### src/rtl/types_pkg.sv
// Shared VGA scanout types: per-axis timing descriptor, the 640x480@60 preset,
// the 4:4:4 colour word and the control bundle carried down the scanout pipeline.
package types_pkg;

    typedef struct packed {
        logic [3:0] r;
        logic [3:0] g;
        logic [3:0] b;
    } color_t;

    typedef struct packed {
        logic [10:0] active;
        logic [10:0] fp;
        logic [10:0] sync;
        logic [10:0] bp;
    } vga_axis_t;

    typedef struct packed {
        vga_axis_t h;
        vga_axis_t v;
    } vga_timing_t;

    localparam vga_timing_t VGA_640x480 = '{
        h: '{active: 11'd640, fp: 11'd16, sync: 11'd96, bp: 11'd48},
        v: '{active: 11'd480, fp: 11'd10, sync: 11'd2,  bp: 11'd33}
    };

    // Horizontal and vertical counters share one width; 800 and 525 both fit.
    localparam int CNT_W = 10;

    typedef struct packed {
        logic active;
        logic hsync;
        logic vsync;
        logic frame_start;
    } scan_ctl_t;

    localparam scan_ctl_t SCAN_CTL_IDLE = '{active: 1'b0, hsync: 1'b1, vsync: 1'b1, frame_start: 1'b0};

    function automatic int axis_total(input vga_axis_t a);
        return int'(a.active) + int'(a.fp) + int'(a.sync) + int'(a.bp);
    endfunction

endpackage

### src/rtl/vga_timing_gen.sv
// VGA raster counters with raw (undelayed) sync/active and end-of-line/frame strobes.
// All raw outputs read as idle while enable is low.
module vga_timing_gen
    import types_pkg::*;
#(
    parameter int H_ACTIVE = 640,
    parameter int H_FP     = 16,
    parameter int H_SYNC   = 96,
    parameter int H_BP     = 48,
    parameter int V_ACTIVE = 480,
    parameter int V_FP     = 10,
    parameter int V_SYNC   = 2,
    parameter int V_BP     = 33
) (
    input  logic             clk,
    input  logic             rstn,
    input  logic             enable,
    output logic [CNT_W-1:0] h_cnt,
    output logic [CNT_W-1:0] v_cnt,
    output logic             active_raw,
    output logic             hsync_raw,
    output logic             vsync_raw,
    output logic             line_end,
    output logic             frame_end
);

    localparam vga_axis_t H_AXIS = '{active: 11'(H_ACTIVE), fp: 11'(H_FP), sync: 11'(H_SYNC), bp: 11'(H_BP)};
    localparam vga_axis_t V_AXIS = '{active: 11'(V_ACTIVE), fp: 11'(V_FP), sync: 11'(V_SYNC), bp: 11'(V_BP)};

    localparam logic [CNT_W-1:0] H_LAST    = CNT_W'(axis_total(H_AXIS) - 1);
    localparam logic [CNT_W-1:0] V_LAST    = CNT_W'(axis_total(V_AXIS) - 1);
    localparam logic [CNT_W-1:0] H_VIS     = CNT_W'(H_ACTIVE);
    localparam logic [CNT_W-1:0] V_VIS     = CNT_W'(V_ACTIVE);
    localparam logic [CNT_W-1:0] HS_FIRST  = CNT_W'(H_ACTIVE + H_FP);
    localparam logic [CNT_W-1:0] HS_LAST   = CNT_W'(H_ACTIVE + H_FP + H_SYNC - 1);
    localparam logic [CNT_W-1:0] VS_FIRST  = CNT_W'(V_ACTIVE + V_FP);
    localparam logic [CNT_W-1:0] VS_LAST   = CNT_W'(V_ACTIVE + V_FP + V_SYNC - 1);

    always_ff @(posedge clk or negedge rstn) begin
        if (!rstn) begin
            h_cnt <= '0;
            v_cnt <= '0;
        end else if (!enable) begin
            h_cnt <= '0;
            v_cnt <= '0;
        end else if (h_cnt == H_LAST) begin
            h_cnt <= '0;
            v_cnt <= (v_cnt == V_LAST) ? '0 : v_cnt + CNT_W'(1);
        end else begin
            h_cnt <= h_cnt + CNT_W'(1);
        end
    end

    assign line_end   = enable && (h_cnt == H_LAST);
    assign frame_end  = line_end && (v_cnt == V_LAST);
    assign active_raw = enable && (h_cnt < H_VIS) && (v_cnt < V_VIS);
    assign hsync_raw  = !(enable && (h_cnt >= HS_FIRST) && (h_cnt <= HS_LAST));
    assign vsync_raw  = !(enable && (v_cnt >= VS_FIRST) && (v_cnt <= VS_LAST));

endmodule

### src/rtl/frame_scanout.sv
// Frame buffer read client: 4x pixel-replicated VGA scanout with a 3-cycle pipeline.
// Define FRAME_SCANOUT_BORDER_EN to force the outermost visible pixels to white.
module frame_scanout
    import types_pkg::*;
#(
    parameter int ADDR_WIDTH  = 15,
    parameter int FB_WIDTH    = 160,
    parameter int SCALE_SHIFT = 2,
    parameter int H_ACTIVE    = int'(VGA_640x480.h.active),
    parameter int H_FP        = int'(VGA_640x480.h.fp),
    parameter int H_SYNC      = int'(VGA_640x480.h.sync),
    parameter int H_BP        = int'(VGA_640x480.h.bp),
    parameter int V_ACTIVE    = int'(VGA_640x480.v.active),
    parameter int V_FP        = int'(VGA_640x480.v.fp),
    parameter int V_SYNC      = int'(VGA_640x480.v.sync),
    parameter int V_BP        = int'(VGA_640x480.v.bp)
) (
    input  logic                  clk,
    input  logic                  rstn,
    input  logic                  enable,
    output logic [ADDR_WIDTH-1:0] read_addr,
    input  color_t                read_data,
    output logic [3:0]            vga_r,
    output logic [3:0]            vga_g,
    output logic [3:0]            vga_b,
    output logic                  hsync,
    output logic                  vsync,
    output logic                  active,
    output logic                  frame_start
);

    logic [CNT_W-1:0] h_cnt;
    logic [CNT_W-1:0] v_cnt;
    logic             active_raw;
    logic             hsync_raw;
    logic             vsync_raw;
    logic             line_end;
    logic             frame_end;

    vga_timing_gen #(
        .H_ACTIVE (H_ACTIVE),
        .H_FP     (H_FP),
        .H_SYNC   (H_SYNC),
        .H_BP     (H_BP),
        .V_ACTIVE (V_ACTIVE),
        .V_FP     (V_FP),
        .V_SYNC   (V_SYNC),
        .V_BP     (V_BP)
    ) u_timing (
        .clk        (clk),
        .rstn       (rstn),
        .enable     (enable),
        .h_cnt      (h_cnt),
        .v_cnt      (v_cnt),
        .active_raw (active_raw),
        .hsync_raw  (hsync_raw),
        .vsync_raw  (vsync_raw),
        .line_end   (line_end),
        .frame_end  (frame_end)
    );

    localparam logic [CNT_W-1:0] V_STEP_LIMIT = CNT_W'(V_ACTIVE - 1);

    // row_base accumulates FB_WIDTH once per SCALE output lines, avoiding a v*FB_WIDTH multiply.
    logic [ADDR_WIDTH-1:0] row_base;
    logic                  row_step;

    assign row_step = (v_cnt < V_STEP_LIMIT) && (&v_cnt[SCALE_SHIFT-1:0]);

    always_ff @(posedge clk or negedge rstn) begin
        if (!rstn) begin
            row_base <= '0;
        end else if (!enable || frame_end) begin
            row_base <= '0;
        end else if (line_end && row_step) begin
            row_base <= row_base + ADDR_WIDTH'(FB_WIDTH);
        end
    end

    always_ff @(posedge clk or negedge rstn) begin
        if (!rstn) begin
            read_addr <= '0;
        end else if (active_raw) begin
            read_addr <= row_base + ADDR_WIDTH'(h_cnt >> SCALE_SHIFT);
        end else begin
            read_addr <= '0;
        end
    end

    scan_ctl_t ctl_raw;
    scan_ctl_t ctl_d1;
    scan_ctl_t ctl_d2;
    scan_ctl_t ctl_d3;
    color_t    pixel_next;
    color_t    pixel_q;

    always_comb begin
        ctl_raw             = SCAN_CTL_IDLE;
        ctl_raw.active      = active_raw;
        ctl_raw.hsync       = hsync_raw;
        ctl_raw.vsync       = vsync_raw;
        ctl_raw.frame_start = enable && (h_cnt == '0) && (v_cnt == '0);
    end

`ifdef FRAME_SCANOUT_BORDER_EN
    localparam logic [CNT_W-1:0] H_LAST_VIS = CNT_W'(H_ACTIVE - 1);
    localparam logic [CNT_W-1:0] V_LAST_VIS = CNT_W'(V_ACTIVE - 1);

    logic border_raw;
    logic border_d1;
    logic border_d2;

    assign border_raw = active_raw && ((h_cnt == '0) || (h_cnt == H_LAST_VIS) ||
                                       (v_cnt == '0) || (v_cnt == V_LAST_VIS));

    always_ff @(posedge clk or negedge rstn) begin
        if (!rstn) begin
            border_d1 <= 1'b0;
            border_d2 <= 1'b0;
        end else begin
            border_d1 <= border_raw;
            border_d2 <= border_d1;
        end
    end
`endif

    // ctl_d2 lines up with read_data, so colour and control leave the output stage together.
    always_comb begin
        pixel_next = read_data;
`ifdef FRAME_SCANOUT_BORDER_EN
        if (border_d2) begin
            pixel_next = color_t'(12'hFFF);
        end
`endif
        if (!ctl_d2.active) begin
            pixel_next = '0;
        end
    end

    always_ff @(posedge clk or negedge rstn) begin
        if (!rstn) begin
            ctl_d1  <= SCAN_CTL_IDLE;
            ctl_d2  <= SCAN_CTL_IDLE;
            ctl_d3  <= SCAN_CTL_IDLE;
            pixel_q <= '0;
        end else begin
            ctl_d1  <= ctl_raw;
            ctl_d2  <= ctl_d1;
            ctl_d3  <= ctl_d2;
            pixel_q <= pixel_next;
        end
    end

    assign vga_r       = pixel_q.r;
    assign vga_g       = pixel_q.g;
    assign vga_b       = pixel_q.b;
    assign hsync       = ctl_d3.hsync;
    assign vsync       = ctl_d3.vsync;
    assign active      = ctl_d3.active;
    assign frame_start = ctl_d3.frame_start;

endmodule

### config.mk
export PLATFORM = sky130hd
export DESIGN_NAME = frame_scanout
export DESIGN_NICKNAME = d
export VERILOG_FILES = /design/src/rtl/types_pkg.sv /design/src/rtl/vga_timing_gen.sv /design/src/rtl/frame_scanout.sv
export SDC_FILE = /design/constraint.sdc
export NUM_CORES = 1
export LEC_CHECK = 0
export CAP_MARGIN = 20
export CORE_ASPECT_RATIO = 0.6
export CORE_MARGIN = 4
export CORE_UTILIZATION = 44
export DETAILED_ROUTE_END_ITERATION = 6
export PLACE_DENSITY_LB_ADDON = 0.05
export REMOVE_ABC_BUFFERS = 1
export SYNTH_ARGS = -nofsm -noshare
export SYNTH_HDL_FRONTEND = slang
export SYNTH_HIERARCHICAL = 1
export SYNTH_SLANG_ARGS = --single-unit
### constraint.sdc
create_clock -name clk -period 6.4 [get_ports clk]
set_input_delay 0.64 -clock clk [delete_from_list [all_inputs] [get_ports clk]]
set_output_delay 0.64 -clock clk [all_outputs]
set_load 0.01 [all_outputs]
# Word-level counts from Yosys, hierarchy flattened

Cells that the tools add are included.

Flip-flop bits (word level): 74
Output and inout port bits: 31
Bits of input ports: 15

$lt $le $gt $ge: 7
$add $sub $neg: 4
Multiplexer cells: 9
Equal/unequal tests: 3
Reductions and logical operators: 20

Operators by type and width:

| operator              | number |
|---|---|
| $mux 10               | 5 |
| $mux 15               | 3 |
| $add 10x1->10 const B | 2 |
| $eq 10x10->1 const B  | 2 |
| $logic_not 10->1      | 2 |
| $lt 10x9->1 const B   | 2 |
| $add 15x8->15         | 1 |
| $add 15x8->15 const B | 1 |
| $logic_and 1x1->1     | 12 |
| $mux 12               | 1 |
| $ge 10x10->1 const B  | 1 |
| $ge 10x9->1 const B   | 1 |
| $le 10x10->1 const B  | 1 |
| $le 10x9->1 const B   | 1 |
| $lt 10x10->1 const B  | 1 |
| $logic_not 1->1       | 3 |
| $ne 2x1->1 const B    | 1 |
| $reduce_and 2->1      | 1 |
| $reduce_bool 2->1     | 1 |
| $logic_or 1x1->1      | 1 |

# Depth between registers and ports, before layout

Depth after elaboration: 5
Depth in mapped cells: 11
Depth with buffers taken out: 9

# Cells and area by module

Netlist, hierarchy kept.

By module, submodules not included:

| module         | cells an instance | times used | area each (um2) |
|---|---|---|---|
| frame_scanout  | 169               | 1          | 2025.7 |
| vga_timing_gen | 126               | 1          | 1184.9 |

# Least setup slack after synthesis

Ideal clock, no wire load.

Path type: register to register
Start: register u_timing.h_cnt[0]
End: register row_base[13]
Stages on the path, launching flop included: 9
Setup slack: 4031 ps
Buffers on the path: 1
Data arrival time: 2292 ps
Path through: dfrtp_1 ha_1 nand4_4 nor4_4 buf_6 and4b_2 o21ai_2 or4_1 a21oi_1

Longest elaborated chain between the ends: 5
Elaborated cells on any way between the ends: 7
Classes of those cells: eq/ne: 1; mux: 1; reduce/logical: 5

Ends and longest elaborated chain:

| item                                         | line                 | text |
|---|---|---|
| start, declared                              | vga_timing_gen.sv:18 | `output logic [CNT_W-1:0] h_cnt,` |
| start signal, assigned                       | vga_timing_gen.sv:50 | `h_cnt <= h_cnt + CNT_W'(1);` |
| $eq 10x10->1 *                               | vga_timing_gen.sv:54 | `assign line_end = enable && (h_cnt == H_LAST);` |
| $logic_and 1x1->1 *                          | vga_timing_gen.sv:54 |  |
| net line_end                                 | frame_scanout.sv:37  | `logic line_end;` |
| $logic_and 1x1->1                            | vga_timing_gen.sv:55 | `assign frame_end = line_end && (v_cnt == V_LAST);` |
| $logic_or 1x1->1                             | frame_scanout.sv:73  | `end else if (!enable \|\| frame_end) begin` |
| $mux 15 or $reduce_bool 2->1 (tied branches) | -                    |  |
| end signal, assigned                         | frame_scanout.sv:76  | `row_base <= row_base + ADDR_WIDTH'(FB_WIDTH);` |
| end, declared                                | frame_scanout.sv:65  | `logic [ADDR_WIDTH-1:0] row_base;` |

The timed path passes the listed nets; every way through them passes the cells marked *.
A chain may end at the register's enable or synchronous reset.

# Worst setup path in the final report

Start: input enable
End: register row_base[14]

Longest elaborated chain between the ends: 4
Elaborated cells on any way between the ends: 7
Classes of those cells: mux: 1; reduce/logical: 6

Ends and longest elaborated chain:

| item                                         | line                 | text |
|---|---|---|
| start, declared                              | frame_scanout.sv:20  | `input logic enable,` |
| $logic_and 1x1->1 *                          | vga_timing_gen.sv:54 |  |
| net line_end                                 | frame_scanout.sv:37  |  |
| $logic_and 1x1->1                            | vga_timing_gen.sv:55 |  |
| $logic_or 1x1->1                             | frame_scanout.sv:73  |  |
| $mux 15 or $reduce_bool 2->1 (tied branches) | -                    |  |

Marked as above.

==> results by stage <==
Drt:
- The post-detailed-route wirelength per cell is 15.2 µm.
- The count of routing violations after the opening detailed-route iteration is slightly below 200.
- The final route contains about 2.3k vias.
- For this run, the detailed router's first-pass iteration total came to 5.
- The overall routed net length is about 6600 µm.
- The per-cell via count in the routed design is roughly 5.4.
- Once detail routing completed, the nets flagged for antenna violations numbered 0.
- For this run, design rule violations remaining after detail routing come to 0.

Synth:
- The most instantiated library cell after synthesis is sky130_fd_sc_hd__dfrtp_1.
- The netlist uses between 50 and 60 different library cells.
- The mapped netlist covers between 3000 and 4000 µm².
- sky130_fd_sc_hd__dfrtp_1 takes more of the synthesized area than any other cell.
- The share of the synthesized area in the top cell type is a little under 50%.
- A synthesized cell averages ~11 µm².
- The Yosys step of the flow raised 6 warnings.
- Sorting the synthesized cells by how often they occur yields 63 x sky130_fd_sc_hd__dfrtp_1, 26 x sky130_fd_sc_hd__and2_1, 20 x sky130_fd_sc_hd__nor2_1, 18 x sky130_fd_sc_hd__nand2_1.
- The number of synthesized register bits is 69.
- The flip-flop cell with the highest count after synthesis is sky130_fd_sc_hd__dfrtp_1.
- The cell count after synthesis came out at about 300.
- Ranked by total cell area, the synthesized netlist is headed by sky130_fd_sc_hd__dfrtp_1 49%, sky130_fd_sc_hd__and2_1 5.1%, sky130_fd_sc_hd__dfstp_2 4.9%, sky130_fd_sc_hd__xor2_1 3.8%, sky130_fd_sc_hd__ha_1 3.5%.
- For this run, asynchronously set or reset flops after synthesis account for 100%.
- Summing the sequential cell areas from Yosys gives about 54% of the chip area.
- Yosys mapped a number of flops with a built-in enable equal to 0.

STA:
- The worst path uses about 48% of the clock period.
- In this run the tightest slew margin relative to its limit is ~35%.
- Setup repair after global routing left no endpoint under its margin.
- The final critical-path required period is between 3 and 4 ns.
- Between clock sinks in the finished design, the worst skew comes to around 0.0069 ns.
- For this run, the top clock speed supported by timing is roughly 330 MHz.
- The worst path meets setup with 3.36 ns of slack.
- The number of hold violations in the final report is 0.
- The transition time at the pin with the least slew margin is between 0.9 and 1 ns.
- The setup-violating endpoint count in the final report is 0.
- The number of max-slew violations in the final report is 0.
- For the final routed database, the setup TNS stands at 0 ns.

Power and ir drop:
- The worst voltage drop across the vdd grid is 0.000154 V.
- For this design the ratio of total power to cell area is ~250 nW/µm².
- For this design the static power due to leakage is about 1.7 nW.

Clock network:
- In this run the deepest clock path goes through 2 buffers.
- After clock tree synthesis, the setup repair step added 0 buffers.
- The number of buffers inserted for hold repair after clock tree synthesis is 0.
- The CTS tree is done.
- The number of gates resized after CTS was 0.
- The clock edge transition at the registers on the reported setup and hold paths is about 0.05 ns.
- The number of levels in the clock H-tree is 3.
- The clock reaches the later pin of the worst-skew pair after 0.34 ns.
- Clock tree synthesis found a total of between 60 and 70 sinks.
- Clock tree synthesis inserted a total of 9 buffers.
- The tree is rooted in a sky130_fd_sc_hd__clkbuf_16.

Worst hold path:
- The path category of the worst min-delay check is flip-flop to flip-flop.

Cells and area:
- Across the whole layout, storage elements account for 1730 µm².
- The area growth from synthesis to layout is 25.0%.
- The number of filler instances in the final layout is approximately 590.
- The share of final-layout standard cells stronger than drive strength 1 is around a tenth.
- The post-layout instance area is about 4000 µm².
- In the final layout, the multi-input gates occupy 1370 µm².
- The number of diodes added for antenna fixing is 0.
- The count of nets after finishing is between 300 and 400.

GRT:
- The via count of the first global-routing pass came to ~2.1k.
- The total global-route track usage is ~17%.
- The maximum number of pins on one net before global-route repair is 70.
- The first global-routing pass estimated 11,300 µm of wire.
- The initial antenna violation count was 0.
- The global route total overflow is 0.

Floorplan:
- After floorplanning, the core was divided into 23 placement rows.
- In this run the vertical extent of the chip is about 74 µm.
- The number of ports placed on the die boundary is 46.
- The total core area is 6880 µm².
- The die width is between 100 and 150 µm.
- The area of the die is slightly below 9000 µm².
- For this configuration, the core starts out at a cell density of between 40% and 50%.

Placed design:
- The congestion estimate from routability-driven global placement came to 0.811.
- In this run the tool buffered the top-level ports with 45 buffer cells.
- The HPWL after detailed placement is about 4600 µm.
- At the placement stage, the worst setup path has a slack of approximately 3 ns.
- Once placement finished, the instance area stood at 3700 µm².

Worst setup path:
- The worst endpoint data arrival time is between 3 and 4 ns.
- The maximum fanout count along the critical path is 17.
- The data required time at the worst endpoint is about 6.7 ns.
- The startpoint-to-endpoint class of the critical path is primary input to flip-flop.
- The worst setup path is captured at a flip-flop.
- STA classifies the critical path startpoint as a primary input.

Run status:
- The run finished with clean final reports.

Flow run:
- The tool flagged a number of max-cap violations equal to 0.
-- flip-flops by register name, indices dropped and copies added (netlist names) --
register and cells:
u_timing/h_cnt 10, read_addr 15, vga_r 4, frame_start 1
row_base 10, vga_g 4, ctl_d1 4, active 1
vsync 1, u_timing/v_cnt 10, ctl_d2 4, vga_b 4
hsync 1
-- path summary, 6_finish.rpt --
kind	start	to	slack, ns	cells after the start
setup / recovery	enable	row_base[14]	3.36	7
setup reg to reg	u_timing/h_cnt[0]	row_base[14]	3.54	7
max in group asynchronous	rstn	row_base[14]	5.34	2
min in group asynchronous	rstn	vga_r[3]	0.51	2
hold / removal	ctl_d1[3]	ctl_d2[3]	0.35	0
hold reg to reg	ctl_d1[3]	ctl_d2[3]	0.35	0
-- metal layers --
metal	global-route usage (%)	part of all wire (%)	up-vias
li1	-	-	1139
met1	25.4	53	1112
met2	22.0	39	66
met3	6.76	7.2	4
met4	4.29	0.52	0
met5	0	0	-
-- power breakdown --
part | total (mW) | internal (mW) | leakage [nW] | switching [mW]
registers | 0.451 | 0.445 | 0.917 | 0.00551
clock network | 0.504 | 0.314 | 0.142 | 0.189
logic | 0.0464 | 0.0227 | 0.686 | 0.0236
-- layout make-up --
class	count	area share [%]
flip-flops and latches	69	43.2
inverters	11	1.03
clock buffers	10	5.96
repair buffers	46	11.3
multi-input cells	204	34.1
clock inverters	6	1.75
well taps	87	2.71
-- cells in the final DEF, fill, tap and decap left out, types with 2 or more instances in the layout --
cell type / count
sky130_fd_sc_hd__dfrtp_1: 63
sky130_fd_sc_hd__clkdlybuf4s50_1: 44
sky130_fd_sc_hd__and2_1: 26
sky130_fd_sc_hd__nor2_1: 20
sky130_fd_sc_hd__nand2_1: 18
sky130_fd_sc_hd__nand3_1: 14
sky130_fd_sc_hd__xor2_1: 14
sky130_fd_sc_hd__a21oi_1: 11
sky130_fd_sc_hd__inv_1: 11
sky130_fd_sc_hd__a31oi_1: 10
sky130_fd_sc_hd__nand4_1: 9
sky130_fd_sc_hd__ha_1: 9
sky130_fd_sc_hd__clkbuf_16: 9
sky130_fd_sc_hd__or3_1: 6
sky130_fd_sc_hd__o21ai_0: 6
sky130_fd_sc_hd__dfstp_2: 6
sky130_fd_sc_hd__xnor2_1: 5
sky130_fd_sc_hd__mux2i_1: 4
sky130_fd_sc_hd__and3_1: 3
sky130_fd_sc_hd__nor4_1: 3
sky130_fd_sc_hd__or4_1: 3
sky130_fd_sc_hd__o211ai_1: 3
sky130_fd_sc_hd__o2111ai_1: 3
sky130_fd_sc_hd__clkinvlp_4: 3
sky130_fd_sc_hd__nand3b_1: 3
sky130_fd_sc_hd__a21boi_0: 2
sky130_fd_sc_hd__nand2b_1: 2
sky130_fd_sc_hd__nor3_1: 2
sky130_fd_sc_hd__and4_1: 2
sky130_fd_sc_hd__o31ai_1: 2
sky130_fd_sc_hd__inv_6: 2
sky130_fd_sc_hd__o21ai_1: 2
-- logic make-up after synthesis --
family | after synthesis | share of synthesized area, %
and+or+nand+nor | 123 | 22.6
DFF | 69 | 54.0
AOI/OAI and AO/OA | 48 | 9.78
buffers and inverters | 22 | 3.59
xor gates and xnor gates | 19 | 5.18
adders and majority gates | 9 | 3.51
muxes | 4 | 1.25
other | 1 | 0.117
-- through the flow --
step / cells / hold slack, ns / power (mW) / util [%]
global placement: 417 / 0.332 / 0.505 / 53.8
detailed placement: 417 / 0.335 / 0.506 / 53.8
CTS: 433 / 0.353 / 1.02 / 58.3
global route: 433 / 0.356 / 1.05 / 58.3
floorplan: 284 / 0.331 / 0.473 / -
finish: 433 / 0.350 / 1.00 / 58.3
-- critical path, stage by stage --
cell	delay, ns
sky130_fd_sc_hd__clkdlybuf4s50_1	0.57
sky130_fd_sc_hd__inv_1	0.16
sky130_fd_sc_hd__nor4_4	0.74
sky130_fd_sc_hd__and4b_2	0.42
sky130_fd_sc_hd__o211ai_1	0.24
sky130_fd_sc_hd__or3_1	0.38
sky130_fd_sc_hd__a21oi_1	0.15
Power figures use the tool's default switching activity.
